`config.mk`:
```
export PLATFORM = sky130hd
export DESIGN_NAME = approx_mac_stream
export DESIGN_NICKNAME = d
export VERILOG_FILES = /design/src/rtl/approx_mac_pkg.sv /design/src/rtl/approx_acc_add.sv /design/src/rtl/approx_mac_stream.sv
export SDC_FILE = /design/constraint.sdc
export NUM_CORES = 1
export LEC_CHECK = 0
export CORE_MARGIN = 10
export CORE_UTILIZATION = 40
export CTS_BUF_LIST = sky130_fd_sc_hd__clkbuf_16
export DETAILED_ROUTE_END_ITERATION = 6
export GPL_TIMING_DRIVEN = 0
export SLEW_MARGIN = 20
export SYNTH_ARGS = -nofsm -noshare
export SYNTH_HDL_FRONTEND = slang
export SYNTH_SLANG_ARGS = --single-unit
```
`constraint.sdc`:
```
create_clock -name Clk -period 5.3 [get_ports Clk]
set_clock_uncertainty 0.1 [all_clocks]
set_input_delay 1.06 -clock Clk [delete_from_list [all_inputs] [get_ports Clk]]
set_output_delay 1.06 -clock Clk [all_outputs]
set_load 0.02 [all_outputs]
```
`src/rtl/approx_mac_pkg.sv`:
```
// Shared types and arithmetic for the approximate multiply-accumulate units.
// approx_add_f implements the lower-part approximate adder on a 64-bit carrier.
package approx_mac_pkg;

   localparam int MAX_W = 64;

   typedef logic [MAX_W-1:0] word_t;

   typedef enum logic {EMPTY, FULL} slot_e;

   function automatic int prod_w_f(input int a_w, input int b_w);
      return a_w + b_w;
   endfunction

   // Result occupies [w-1:0]; bit MAX_W returns the carry out of the upper field.
   function automatic logic [MAX_W:0] approx_add_f(input word_t o, input word_t p,
                                                   input int k, input int w);
      logic [MAX_W:0] one, wm, km, um, oe, pe, up, lo, res;
      one = {{MAX_W{1'b0}}, 1'b1};
      wm  = (one << w) - one;
      km  = (one << k) - one;
      um  = wm & ~km;
      oe  = {1'b0, o};
      pe  = {1'b0, p};
      up  = (oe & um) + (pe & um);
      if (k > 0 && (((oe ^ pe) >> k) & one) != '0)
         lo = km;
      else
         lo = (oe + pe) & km;
      res = (up & wm) | lo;
      return {|(up & ~wm), res[MAX_W-1:0]};
   endfunction

endpackage

```
`src/rtl/approx_acc_add.sv`:
```
// Combinational lower-part approximate adder, ACC_W wide with APPROX_BITS low bits approximate.
// With APPROX_MAC_SAT_EN defined the upper-field carry out is exposed for saturation.
module approx_acc_add
   import approx_mac_pkg::*;
#(
   parameter int ACC_W       = 20,
   parameter int APPROX_BITS = 3
) (
   input  logic [ACC_W-1:0] o,
   input  logic [ACC_W-1:0] p,
   output logic [ACC_W-1:0] sum
`ifdef APPROX_MAC_SAT_EN
   ,
   output logic             carry
`endif
);

   logic [MAX_W:0] r;
   logic           unused_r;

   assign r        = approx_add_f(word_t'(o), word_t'(p), APPROX_BITS, ACC_W);
   assign sum      = r[ACC_W-1:0];
   assign unused_r = ^r;

`ifdef APPROX_MAC_SAT_EN
   assign carry = r[MAX_W];
`endif

endmodule

```
`src/rtl/approx_mac_stream.sv`:
```
// Streaming approximate unsigned dot-product MAC: one result per in_last-delimited stream.
// Optional saturation and sticky out_ovf via APPROX_MAC_SAT_EN.
module approx_mac_stream
   import approx_mac_pkg::*;
#(
   parameter int A_W         = 8,
   parameter int B_W         = 8,
   parameter int ACC_W       = 20,
   parameter int APPROX_BITS = 3
) (
   input  logic             Clk,
   input  logic             aclr,
   input  logic             clken,
   input  logic             in_valid,
   output logic             in_ready,
   input  logic [A_W-1:0]   in_a,
   input  logic [B_W-1:0]   in_b,
   input  logic             in_last,
   output logic             out_valid,
   input  logic             out_ready,
   output logic [ACC_W-1:0] out_data
`ifdef APPROX_MAC_SAT_EN
   ,
   output logic             out_ovf
`endif
);

   localparam int P_W = prod_w_f(A_W, B_W);

   typedef logic [P_W-1:0]   prod_t;
   typedef logic [ACC_W-1:0] acc_t;
   typedef struct packed {
      logic [A_W-1:0] a;
      logic [B_W-1:0] b;
      logic           last;
   } req_t;

   req_t  s1;
   logic  s1_vld;
   slot_e slot, slot_nxt;
   acc_t  acc, prod_ext, sum, nxt;
   prod_t prod;
   logic  accept, out_fire, s2_go, s2_load;

   // A last term parked in S1 blocks intake so its result always finds the slot free.
   assign out_valid = (slot == FULL);
   assign in_ready  = clken & ~(s1_vld & s1.last) & (~out_valid | out_ready);
   assign accept    = in_valid & in_ready;
   assign out_fire  = out_valid & out_ready & clken;
   assign s2_go     = clken & s1_vld;
   assign s2_load   = s2_go & s1.last;
   assign prod      = prod_t'(s1.a) * prod_t'(s1.b);
   assign prod_ext  = acc_t'(prod);

`ifdef APPROX_MAC_SAT_EN
   logic carry, acc_ovf, nxt_ovf;

   approx_acc_add #(.ACC_W(ACC_W), .APPROX_BITS(APPROX_BITS)) u_add (
      .o(acc), .p(prod_ext), .sum(sum), .carry(carry)
   );

   always_comb begin
      nxt_ovf = acc_ovf | carry;
      nxt     = nxt_ovf ? '1 : sum;
   end
`else
   approx_acc_add #(.ACC_W(ACC_W), .APPROX_BITS(APPROX_BITS)) u_add (
      .o(acc), .p(prod_ext), .sum(sum)
   );

   assign nxt = sum;
`endif

   always_ff @(posedge Clk or posedge aclr) begin
      if (aclr) begin
         s1     <= '0;
         s1_vld <= 1'b0;
      end else if (clken) begin
         s1_vld <= accept;
         if (accept) begin
            s1.a    <= in_a;
            s1.b    <= in_b;
            s1.last <= in_last;
         end
      end
   end

   always_ff @(posedge Clk or posedge aclr) begin
      if (aclr) begin
         acc      <= '0;
         out_data <= '0;
`ifdef APPROX_MAC_SAT_EN
         acc_ovf  <= 1'b0;
         out_ovf  <= 1'b0;
`endif
      end else if (s2_go) begin
         if (s1.last) begin
            acc      <= '0;
            out_data <= nxt;
`ifdef APPROX_MAC_SAT_EN
            acc_ovf  <= 1'b0;
            out_ovf  <= nxt_ovf;
`endif
         end else begin
            acc      <= nxt;
`ifdef APPROX_MAC_SAT_EN
            acc_ovf  <= nxt_ovf;
`endif
         end
      end
   end

   always_ff @(posedge Clk or posedge aclr) begin
      if (aclr) slot <= EMPTY;
      else      slot <= slot_nxt;
   end

   always_comb begin
      slot_nxt = slot;
      case (slot)
         EMPTY:   if (s2_load) slot_nxt = FULL;
         FULL:    if (out_fire && !s2_load) slot_nxt = EMPTY;
         default: slot_nxt = EMPTY;
      endcase
   end

endmodule

```
==> metrics.md <==
| Metric | Value |
|---|---|
| Worst setup path class | flop to flop |
| Class of the worst hold path | flop to flop |
| Fin crit share | 108.3% |
| Commonest register cell after synthesis | sky130_fd_sc_hd__dfrtp_1 |
| Total number of placement rows | 40 |
| WP data arrival | 5.83 ns |
| Source of the worst register-to-register timing path | s1[11]$_DFFE_PP0P_ |
| Violations in the final reports | setup timing |
| Number of hold buffers added after cts | 0 |
| Crit Reg-Reg Endpoint | out_data[18]$_DFFE_PP0P_ |
| Area post-placement | approximately 5700 um2 |
| Share of synthesized registers carrying an async set or reset | 100.0% |
| Root Driver | sky130_fd_sc_hd__clkbuf_16 |
| Post-layout minimum cycle time | 5.739 ns |
| Clock Pin Slew Worst Setup and Hold Paths | ~0.05 ns |
| Final Hold Vio Count | 0 |
| Most frequent cells after synthesis | sky130_fd_sc_hd__inv_1, sky130_fd_sc_hd__dfrtp_1, sky130_fd_sc_hd__and2_1 |
| Cell count after synthesis | 512 |
| WHS Endpoint | out_data[6]$_DFFE_PP0P_ |
| Number of diodes added for antenna fixing | 0 |
| Count of unresolved DRC violations after routing | 0 |
| Clock network latency to the later pin of the worst-skew pair | 0.34 ns |
| Sequential area share after synthesis | between 20 and 30% |
| Post-synthesis cell area | 4977 um2 |
| Critical path fanouts, max | 6 |
| Number of cells after detailed placement | between 700 and 800 |
| TritonCTS Buffers | 9 |
| Net Count, Synth | 623 |
| Max Freq | about 0.17 GHz |
| Final setup violating endpoints | 12 |
| Clock Sinks | 59 |
| Share of the synthesized area in the top cell type | between 20% and 30% |
| Register-to-Register Path Depth | 21 |
| Post-DRT Antenna Nets | 0 |
| Hold wc startpoint | out_data[6]$_DFFE_PP0P_ |
| Result of the run | complete, but fails checks |
| Area growth syn-to-layout | 32.25% |
| Number of standard cells in the layout, taps in and fillers out | 770 |
| TritonCTS clock tree | yes |
| Reg2reg setup slack | -0.44 ns |
| Effective utilization at floorplan | around two fifths |
| Core area | 12110 um2 |
| Final Hold Slack | 0.3805 ns |
| Post-synthesis register bit count | 59 |
| Mapped Avg Cell Area | 9.721 um2 |
| Number of H-tree levels | 3 |
| Total via count after detailed routing | around 4000 |
| Layout cells sized above 1 | 24.42% |
| Maximum clock insertion buffer count | 2 |
| Dpl hpwl | 8.515 mm |
| Transition time of the tightest slew-check pin | 0.6300 ns |
| Setup slack after layout | -0.4389 ns |
| Sum of negative setup slack | -3.102 ns |
| Number of global-route vias before repair | 3989 |
| Area contributors post-synth | sky130_fd_sc_hd__dfrtp_1, sky130_fd_sc_hd__fa_1, sky130_fd_sc_hd__ha_1 |
| First-pass GRT wire length | 19.66 mm |
| Hold-critical path depth | 2 |
| Boundary pin count | 44 |
| Antenna violations before repair | 0 |
| Category of the worst setup path capture point | flop |
| Violation count after the first detailed-route iteration | approximately 220 |
| Most instantiated library cell after synthesis | sky130_fd_sc_hd__inv_1 |
| Final nets | just over 700 |
| Total wire length | around 12 mm |
| Total congestion overflow after global routing | 0 |
| Count of flip-flops with a built-in enable after synthesis | 0 |
| Vertical die dimension | 131.6 um |
| Wire length per cell after detailed routing | 15.40 um |
| Largest net degree at the start of global routing | 45 |
| DIE AREA | 17310 um2 |
| Count of distinct cell types in the synthesized netlist | 44 |
| Number of max-cap violations | 0 |
| Slew Viols, Final | 0 |
| Port Buffer Count | 43 |
| Number of detailed-route iterations in the first pass | 4 |
| GRT Total Usage | 13.83% |
| Total number of yosys warnings | 0 |
| X dimension of the die | 131.6 um |
| Post-route design area | 6583 um2 |
| Cell type with the highest aggregate area in the netlist | sky130_fd_sc_hd__dfrtp_1 |
| Unrepaired setup endpoints after global routing | true |
| Worst relative slew slack | 58.00% |
| GP Congestion | roughly 0.94 |
| Startpoint class of the critical path | flop |
| Avg Vias per Cell | between 5 and 6 |
| Data required time at the worst endpoint | about 5.4 ns |
-- final cells by class --
cell class | instances | area (um2)
inverters | 66 | 250.2
clock buffers | 9 | 225.2
plain buffers | 9 | 35.03
flip-flops and latches | 59 | 1490
repair buffers | 75 | 713.2
well taps | 168 | 210.2
fillers | 1132 | 5529
clock inverters | 6 | 58.81
multi-input cells | 378 | 3600
-- placed cells by master, fill, tap and decap left out, types with 4 or more instances in the layout --
| cell | n |
|---|---|
| sky130_fd_sc_hd__and2_1 | 46 |
| sky130_fd_sc_hd__buf_6 | 6 |
| sky130_fd_sc_hd__mux2_2 | 18 |
| sky130_fd_sc_hd__dfrtp_1 | 48 |
| sky130_fd_sc_hd__xor2_1 | 8 |
| sky130_fd_sc_hd__inv_1 | 61 |
| sky130_fd_sc_hd__xnor2_1 | 12 |
| sky130_fd_sc_hd__nor2_1 | 10 |
| sky130_fd_sc_hd__o21ai_0 | 24 |
| sky130_fd_sc_hd__a21oi_1 | 11 |
| sky130_fd_sc_hd__dfrtp_2 | 11 |
| sky130_fd_sc_hd__nand2_1 | 51 |
| sky130_fd_sc_hd__o21ai_1 | 10 |
| sky130_fd_sc_hd__a21oi_4 | 4 |
| sky130_fd_sc_hd__nand3_1 | 4 |
| sky130_fd_sc_hd__and2_4 | 8 |
| sky130_fd_sc_hd__buf_4 | 25 |
| sky130_fd_sc_hd__o31ai_1 | 6 |
| sky130_fd_sc_hd__ha_1 | 44 |
| sky130_fd_sc_hd__fa_1 | 35 |
| sky130_fd_sc_hd__clkbuf_16 | 9 |
| sky130_fd_sc_hd__inv_2 | 5 |
| sky130_fd_sc_hd__clkdlybuf4s50_1 | 43 |
| sky130_fd_sc_hd__ha_4 | 5 |
| sky130_fd_sc_hd__o21ai_2 | 4 |
| sky130_fd_sc_hd__a21oi_2 | 7 |
| sky130_fd_sc_hd__a21o_1 | 7 |
| sky130_fd_sc_hd__xnor2_2 | 5 |
| sky130_fd_sc_hd__clkbuf_1 | 8 |
| sky130_fd_sc_hd__o21bai_1 | 7 |
-- sequential cells by signal, summed over array words and instances, names as in the netlist --
signal,flops
acc,20
out_data,20
out_valid,1
s1,17
s1_vld,1
-- worst max-delay path, stage by stage, from the launching register on --
cell	delay, ns
sky130_fd_sc_hd__dfrtp_2	0.46
sky130_fd_sc_hd__buf_6	0.15
sky130_fd_sc_hd__and2_4	0.15
sky130_fd_sc_hd__fa_1	0.51
sky130_fd_sc_hd__fa_2	0.45
sky130_fd_sc_hd__fa_1	0.49
sky130_fd_sc_hd__inv_1	0.05
sky130_fd_sc_hd__fa_1	0.49
sky130_fd_sc_hd__inv_2	0.05
sky130_fd_sc_hd__ha_4	0.21
sky130_fd_sc_hd__o21a_4	0.12
sky130_fd_sc_hd__a2111oi_4	0.43
sky130_fd_sc_hd__o31ai_2	0.12
sky130_fd_sc_hd__a21oi_2	0.14
sky130_fd_sc_hd__xnor2_1	0.16
sky130_fd_sc_hd__ha_1	0.28
sky130_fd_sc_hd__buf_4	0.16
sky130_fd_sc_hd__a31o_1	0.24
sky130_fd_sc_hd__or3_4	0.37
sky130_fd_sc_hd__o2111ai_4	0.25
sky130_fd_sc_hd__xnor2_1	0.15
sky130_fd_sc_hd__o21ai_1	0.07
-- kinds of logic after synthesis --
kind of cell / count (synthesis) / synth area share, %
adders and majority gates: 89 / 28.10
DFF: 59 / 29.66
muxes: 18 / 4.072
AOI/OAI and AO/OA: 104 / 13.47
xor gates and xnor gates: 28 / 4.927
and+or+nand+nor: 139 / 14.08
buffers and inverters: 75 / 5.681
-- layer usage --
layer,routed length [um],track usage [%]
met5,0,0
met4,267,5.501
met3,430,3.087
met2,5797,21.92
met1,5361,17.87
-- per-stage QoR --
step | util (%) | worst slack, ns
final | 54.35 | -0.4389
after global routing | 54.35 | -0.6528
after CTS | 52.75 | -0.3372
after detailed placement | 47.23 | -0.6538
after global placement | 46.98 | -0.6032
after floorplan | - | -0.1944
-- how the worst max path moves through the flow --
stage,from,to,slack [ns],cells past startpoint
final,s1[11]$_DFFE_PP0P_,out_data[18]$_DFFE_PP0P_,-0.44,21
after global routing,s1[10]$_DFFE_PP0P_,out_data[18]$_DFFE_PP0P_,-0.65,22
after CTS,s1[11]$_DFFE_PP0P_,out_data[18]$_DFFE_PP0P_,-0.34,21
after detailed placement,s1[9]$_DFFE_PP0P_,out_data[18]$_DFFE_PP0P_,-0.65,21
after global placement,s1[11]$_DFFE_PP0P_,out_data[18]$_DFFE_PP0P_,-0.60,21
after floorplan,s1[6]$_DFFE_PP0P_,out_data[18]$_DFFE_PP0P_,-0.19,21
-- repair_timing --
action,4_1_cts,5_1_grt
resized for setup,52,34
pin swaps,31,28
endpoints found under the setup margin,16,18
setup buffers,26,5
Power is not shown: default switching activity piles up to over one toggle a cycle in this logic, so the estimate is an artifact.
